## src/rtl/vm_change_dispenser.sv

```systemverilog
// -----------------------------------------------------------------------------
// vm_change_dispenser
//
// Sequential change dispenser for the vending machine. A refund amount is
// accepted in IDLE and broken down greedily (largest coin first) into the
// coins actually held in inventory. Coins go out one at a time over a
// valid/ack handshake to the coin ejector. At the end of a request a one-cycle
// done pulse reports the amount paid and any unpayable residual.
// Per-denomination inventory counters are kept here, including refills.
//
// Ports:
//   clk            rising-edge clock
//   reset          synchronous active-high reset
//   i_req_valid    refund request valid (held by requester until ready)
//   i_req_amount   refund amount, captured on valid && ready
//   o_req_ready    high only while idle
//   i_refill_coin  per-cycle bitmask, each set bit adds one coin of that index
//   o_eject_valid  eject request to the actuator
//   o_eject_coin   one-hot coin to eject, zero when not ejecting
//   i_eject_ack    actuator accepted the current coin
//   o_done         one-cycle pulse at the end of a request
//   o_residual     amount left unpaid (valid with o_done, held until next accept)
//   o_paid         amount actually ejected (same validity as o_residual)
//   o_coin_count   packed inventory, coin i at [i*CNT_BITS +: CNT_BITS]
// -----------------------------------------------------------------------------
module vm_change_dispenser #(
  parameter int NUM_COINS  = 3,
  parameter int TOTAL_BITS = 31,
  parameter int CNT_BITS   = 8,
  parameter int COIN_VAL0  = 100,
  parameter int COIN_VAL1  = 500,
  parameter int COIN_VAL2  = 1000,
  parameter int INIT_COUNT = 4
) (
  input  logic                          clk,
  input  logic                          reset,
  input  logic                          i_req_valid,
  input  logic [TOTAL_BITS-1:0]         i_req_amount,
  output logic                          o_req_ready,
  input  logic [NUM_COINS-1:0]          i_refill_coin,
  output logic                          o_eject_valid,
  output logic [NUM_COINS-1:0]          o_eject_coin,
  input  logic                          i_eject_ack,
  output logic                          o_done,
  output logic [TOTAL_BITS-1:0]         o_residual,
  output logic [TOTAL_BITS-1:0]         o_paid,
  output logic [NUM_COINS*CNT_BITS-1:0] o_coin_count
);

  localparam int IDX_W = (NUM_COINS > 1) ? $clog2(NUM_COINS) : 1;

  typedef enum logic [1:0] {S_IDLE, S_SELECT, S_EJECT, S_DONE} state_t;

  state_t                r_state;
  state_t                w_next;
  logic [TOTAL_BITS-1:0] r_remaining;
  logic [TOTAL_BITS-1:0] r_paid;
  logic [IDX_W-1:0]      r_sel;
  logic [IDX_W-1:0]      w_pick;
  logic                  w_found;
  logic [CNT_BITS-1:0]   r_count [NUM_COINS];
  logic [TOTAL_BITS-1:0] w_sel_val;
  logic [TOTAL_BITS-1:0] w_rem_after;
  logic                  w_ack_take;

  // Denomination lookup. Unknown indices get an all-ones value so they can
  // never satisfy the "value <= remaining" test and stall the machine.
  function automatic logic [TOTAL_BITS-1:0] coin_val(input int idx);
    case (idx)
      0:       return TOTAL_BITS'(COIN_VAL0);
      1:       return TOTAL_BITS'(COIN_VAL1);
      2:       return TOTAL_BITS'(COIN_VAL2);
      default: return '1;
    endcase
  endfunction

  // Inventory update: saturating increment on refill, decrement on eject,
  // and a simultaneous refill + eject of the same coin cancel out.
  function automatic logic [CNT_BITS-1:0] cnt_update(input logic [CNT_BITS-1:0] cnt,
                                                     input logic inc,
                                                     input logic dec);
    if (inc && !dec)
      return (cnt == '1) ? cnt : cnt + CNT_BITS'(1);
    else if (dec && !inc)
      return cnt - CNT_BITS'(1);
    else
      return cnt;
  endfunction

  // Greedy pick: ascending scan, so the last hit is the highest eligible coin.
  always_comb begin
    w_found = 1'b0;
    w_pick  = '0;
    for (int i = 0; i < NUM_COINS; i++) begin
      if ((r_count[i] != '0) && (coin_val(i) <= r_remaining)) begin
        w_found = 1'b1;
        w_pick  = IDX_W'(i);
      end
    end
  end

  assign w_sel_val   = coin_val(int'(r_sel));
  assign w_rem_after = r_remaining - w_sel_val;
  assign w_ack_take  = (r_state == S_EJECT) && i_eject_ack;

  // FSM state register
  always_ff @(posedge clk) begin
    if (reset) r_state <= S_IDLE;
    else       r_state <= w_next;
  end

  // FSM next-state logic
  always_comb begin
    w_next = r_state;
    case (r_state)
      S_IDLE:   if (i_req_valid) w_next = (i_req_amount == '0) ? S_DONE : S_SELECT;
      S_SELECT: w_next = w_found ? S_EJECT : S_DONE;
      S_EJECT:  if (i_eject_ack) w_next = (w_rem_after == '0) ? S_DONE : S_SELECT;
      S_DONE:   w_next = S_IDLE;
      default:  w_next = S_IDLE;
    endcase
  end

  // FSM outputs; eject valid/coin derive from state and the latched pick,
  // so they stay stable for as long as the actuator withholds ack.
  always_comb begin
    o_req_ready   = (r_state == S_IDLE);
    o_eject_valid = (r_state == S_EJECT);
    o_done        = (r_state == S_DONE);
    o_eject_coin  = '0;
    if (r_state == S_EJECT) begin
      for (int i = 0; i < NUM_COINS; i++)
        o_eject_coin[i] = (r_sel == IDX_W'(i));
    end
  end

  // Remaining/paid bookkeeping. These double as the residual/paid outputs:
  // they only move on accept or on an acked coin, so they hold from the done
  // pulse until the next accept.
  always_ff @(posedge clk) begin
    if (reset) begin
      r_remaining <= '0;
      r_paid      <= '0;
    end else if ((r_state == S_IDLE) && i_req_valid) begin
      r_remaining <= i_req_amount;
      r_paid      <= '0;
    end else if (w_ack_take) begin
      r_remaining <= w_rem_after;
      r_paid      <= r_paid + w_sel_val;
    end
  end

  always_ff @(posedge clk) begin
    if ((r_state == S_SELECT) && w_found) r_sel <= w_pick;
  end

  always_ff @(posedge clk) begin
    for (int i = 0; i < NUM_COINS; i++) begin
      if (reset) r_count[i] <= CNT_BITS'(INIT_COUNT);
      else       r_count[i] <= cnt_update(r_count[i], i_refill_coin[i],
                                          w_ack_take && (r_sel == IDX_W'(i)));
    end
  end

  assign o_residual = r_remaining;
  assign o_paid     = r_paid;

  for (genvar g = 0; g < NUM_COINS; g++) begin : g_pack
    assign o_coin_count[g*CNT_BITS +: CNT_BITS] = r_count[g];
  end

endmodule

```

## config.mk

```make
export PLATFORM = sky130hd
export DESIGN_NAME = vm_change_dispenser
export DESIGN_NICKNAME = d
export VERILOG_FILES = /design/src/rtl/vm_change_dispenser.sv
export SDC_FILE = /design/constraint.sdc
export NUM_CORES = 1
export LEC_CHECK = 0
export ABC_AREA = 1
export ABC_CLOCK_PERIOD_IN_PS = 3450
export CORE_MARGIN = 8
export CORE_UTILIZATION = 56
export DETAILED_ROUTE_END_ITERATION = 16
export MAX_ROUTING_LAYER = met4
export PLACE_DENSITY = 0.91
export SYNTH_ARGS = -nofsm -noshare
export SYNTH_HDL_FRONTEND = slang
export SYNTH_SLANG_ARGS = --single-unit
```

## constraint.sdc

```tcl
create_clock -name clk -period 3.45 [get_ports clk]
set_input_delay 0.69 -clock clk [delete_from_list [all_inputs] [get_ports clk]]
set_output_delay 0.69 -clock clk [all_outputs]
set_load 0.005 [all_outputs]
```

==> run metrics <==
Final HPWL DP 22.3 mm; Placed Cells incl. Taps 1747; GP Congestion 1.00; Max Transition Viols Final 0; WP data required 3740 ps; crit path cell chain clkdlybuf4s50_1, inv_1, nor2_4, inv_2, nor2_2, nor2_2, inv_1, ha_1, a21oi_2, nand2_1, a21o_1, a21oi_1, o21ai_0, a21oi_1, o21ai_0, a21oi_1, or2_1, nand2_1, a21oi_1; Crit Path Class input port to register; leakage power 4.85 nW; Clock Skew 13.9 ps; I/O Buffers 129; final wirelength 28.2 mm; H-tree depth 3; initial antenna violation count 0; fin crit share 0.918; length of the first detailed-routing pass in iterations 6; syn_nets 1519; utilization after layout 0.687; Antenna Cells 0; layout cell share with drive strength beyond 1 0.0641; WP data arrival 3460 ps; post-layout min period 3170 ps; Post-DRT Antenna Nets 0; Setup-failing EPs final 0; fillers 1338; PD cells 389 nW/um2; Worst Setup Start Kind input port; cell count after synthesis 1448; die extent in x 139 um; Cell Count, Final, Fillers Out 1763; Crit-path slowest cell clkdlybuf4s50_1; vias per inst 5.78; Slew headroom 0.485; Max IR drop VDD 0.262 mV; Inserted Clock Buffers 9; largest net degree at the start of global routing 44; status completed; met2 GRT Util 0.472; grt met1 use 0.369; Async SR Flop Fraction 0; Maximum Capacitance Violations 0; Hold-fix buffers, CTS 0; count of cell types in the netlist 53; Area Overhead vs Synth 21.3%; unrepaired setup endpoints after global routing false; Post-synth EDFFs 2; GR Util All Layers 0.297; Initial Util 0.566; CP max stage delay 450 ps; total number of vias 10200; detailed-route DRC error count 0; Worst-path clk slew 70 ps; GRT met3 Usage 0.0599; CP most frequent cell a21oi_1; post-cts gate resize count 0; synthesized area per cell 5.86 um2; Tightest Pin Transition 772 ps; clock latency at the later pin of the worst-skew pair 360 ps; post-synth design cell area 8480 um2; global route overflow 0; Max FO, Critical Path 5; first-pass GRT wire length 46.3 mm; Yosys reg bits 90; WL/cell 16.0 um; Post-CTS Setup Inserts 0; CTS root buf clkbuf_16; register area share after synthesis 0.215; Max Freq 0.316 GHz; Min Hold Slack 501 ps; Crit. End Element register; CTS Sinks 90; vias in the first global route 9541; CTS tree yes; worst hold path class register to register; Post-synth top flop dfxtp_1; clk buf depth 2; # rows 45; Fin. Hold Viols 0; core area 15000 um2; Die ar. 19300 um2; layout net count 1641; initial drt markers 1008; busiest grt layer met2; Die Height 139 um; Ports 130; Warnings, synthesis 0
[final timing paths]
kind | from | to | slack, ps | cells past startpoint
hold reg to reg | r_state[0] | r_state[0] | 500 | 1
hold / removal | r_state[0] | r_state[0] | 500 | 1
setup reg to reg | r_sel[1] | o_paid[22] | 350 | 20
setup / recovery | i_eject_ack | r_count[1][7] | 280 | 19
[synth_stat cells, types with 2 or more instances]
master	instances	area, um2
a21boi_0	2	15.0
a21o_1	4	30.0
a21oi_1	81	405
a21oi_2	2	17.5
a31oi_1	34	213
a41oi_1	6	52.6
and2_1	2	12.5
buf_2	4	20.0
buf_4	4	30.0
buf_6	5	56.3
clkbuf_1	26	97.6
dfxtp_1	88	1760
edfxtp_1	2	60.1
fa_1	3	60.1
ha_1	30	375
inv_1	204	766
inv_2	10	37.5
nand2_1	405	1520
nand2_2	18	113
nand2_4	2	22.5
nand3_1	106	531
nand3b_1	6	45.0
nand4_1	29	181
nor2_1	151	567
nor2_2	14	87.6
nor3_1	14	70.1
nor4_1	17	106
o211ai_1	6	45.0
o21ai_0	69	345
o21ai_1	10	50.1
o21ai_2	2	17.5
o21bai_1	6	45.0
o31ai_1	4	30.0
o41ai_1	11	96.3
or2_2	6	37.5
xnor2_1	17	149
xor2_1	32	280
[per-layer routing]
metal	part of all wire	vias up	wire length [um]
met4	0.026	0	726
met1	0.43	4590	12200
met3	0.096	73	2700
met5	0	-	0
li1	-	4994	-
met2	0.45	525	12600
[flip-flops by register name, summed over array words and instances (netlist names)]
signal,cells
o_paid,31
o_residual,31
r_count,24
r_sel,2
r_state,2
[area by class of cell]
cell class	count	area, um2	area share
Multi-Input combinational cell	1104	5670	0.551
Sequential cell	90	1820	0.177
Timing Repair Buffer	151	1460	0.142
Inverter	214	803	0.0781
Clock buffer	12	267	0.0259
Tap cell	188	235	0.0229
Clock inverter	4	33.8	0.00329
[per-stage QoR]
step                      area, um2  TNS, ps  setup slack [ps]  power, mW
after floorplan                8480        0               366       2.39
final                         10300        0               283       4.00
after detailed placement       9970     -106              -106       2.95
after CTS                     10300        0               268       3.97
after global routing          10300        0              4.25       4.25
after global placement         9970        0              49.6       2.92
[power breakdown]
part | total, mW | internal (mW) | leakage [nW] | switching, mW
registers | 1.26 | 1.13 | 0.739 | 0.135
logic | 1.72 | 0.660 | 3.96 | 1.06
clock network | 1.02 | 0.555 | 0.151 | 0.463
total | 4.00 | 2.34 | 4.85 | 1.66
[cells in the final DEF (no fill, tap or decap), drive strengths merged, types with 7 or more instances in the layout]
cell,instances
xnor2,17
nand3,107
buf,22
nor2,166
nor3,15
dfxtp,88
a31oi,34
clkbuf,12
nand2,425
xor2,32
ha,30
o21ai,81
o41ai,11
a21oi,83
or2,7
clkdlybuf4s50,129
nand4,29
inv,215
nor4,17
[critical path, delay by kind of cell]
kind | cells | cell delay [ps]
fa+ha+maj | 1 | 280
compound gates | 8 | 1240
buf+inv | 4 | 660
simple gates | 6 | 580
[cell families after synthesis]
group,synth area share
AOI/OAI and AO/OA,0.170
xor gates and xnor gates,0.0506
adders and majority gates,0.0513
buffers and inverters,0.119
DFF,0.215
and+or+nand+nor,0.394
Power figures use the tool's default switching activity.
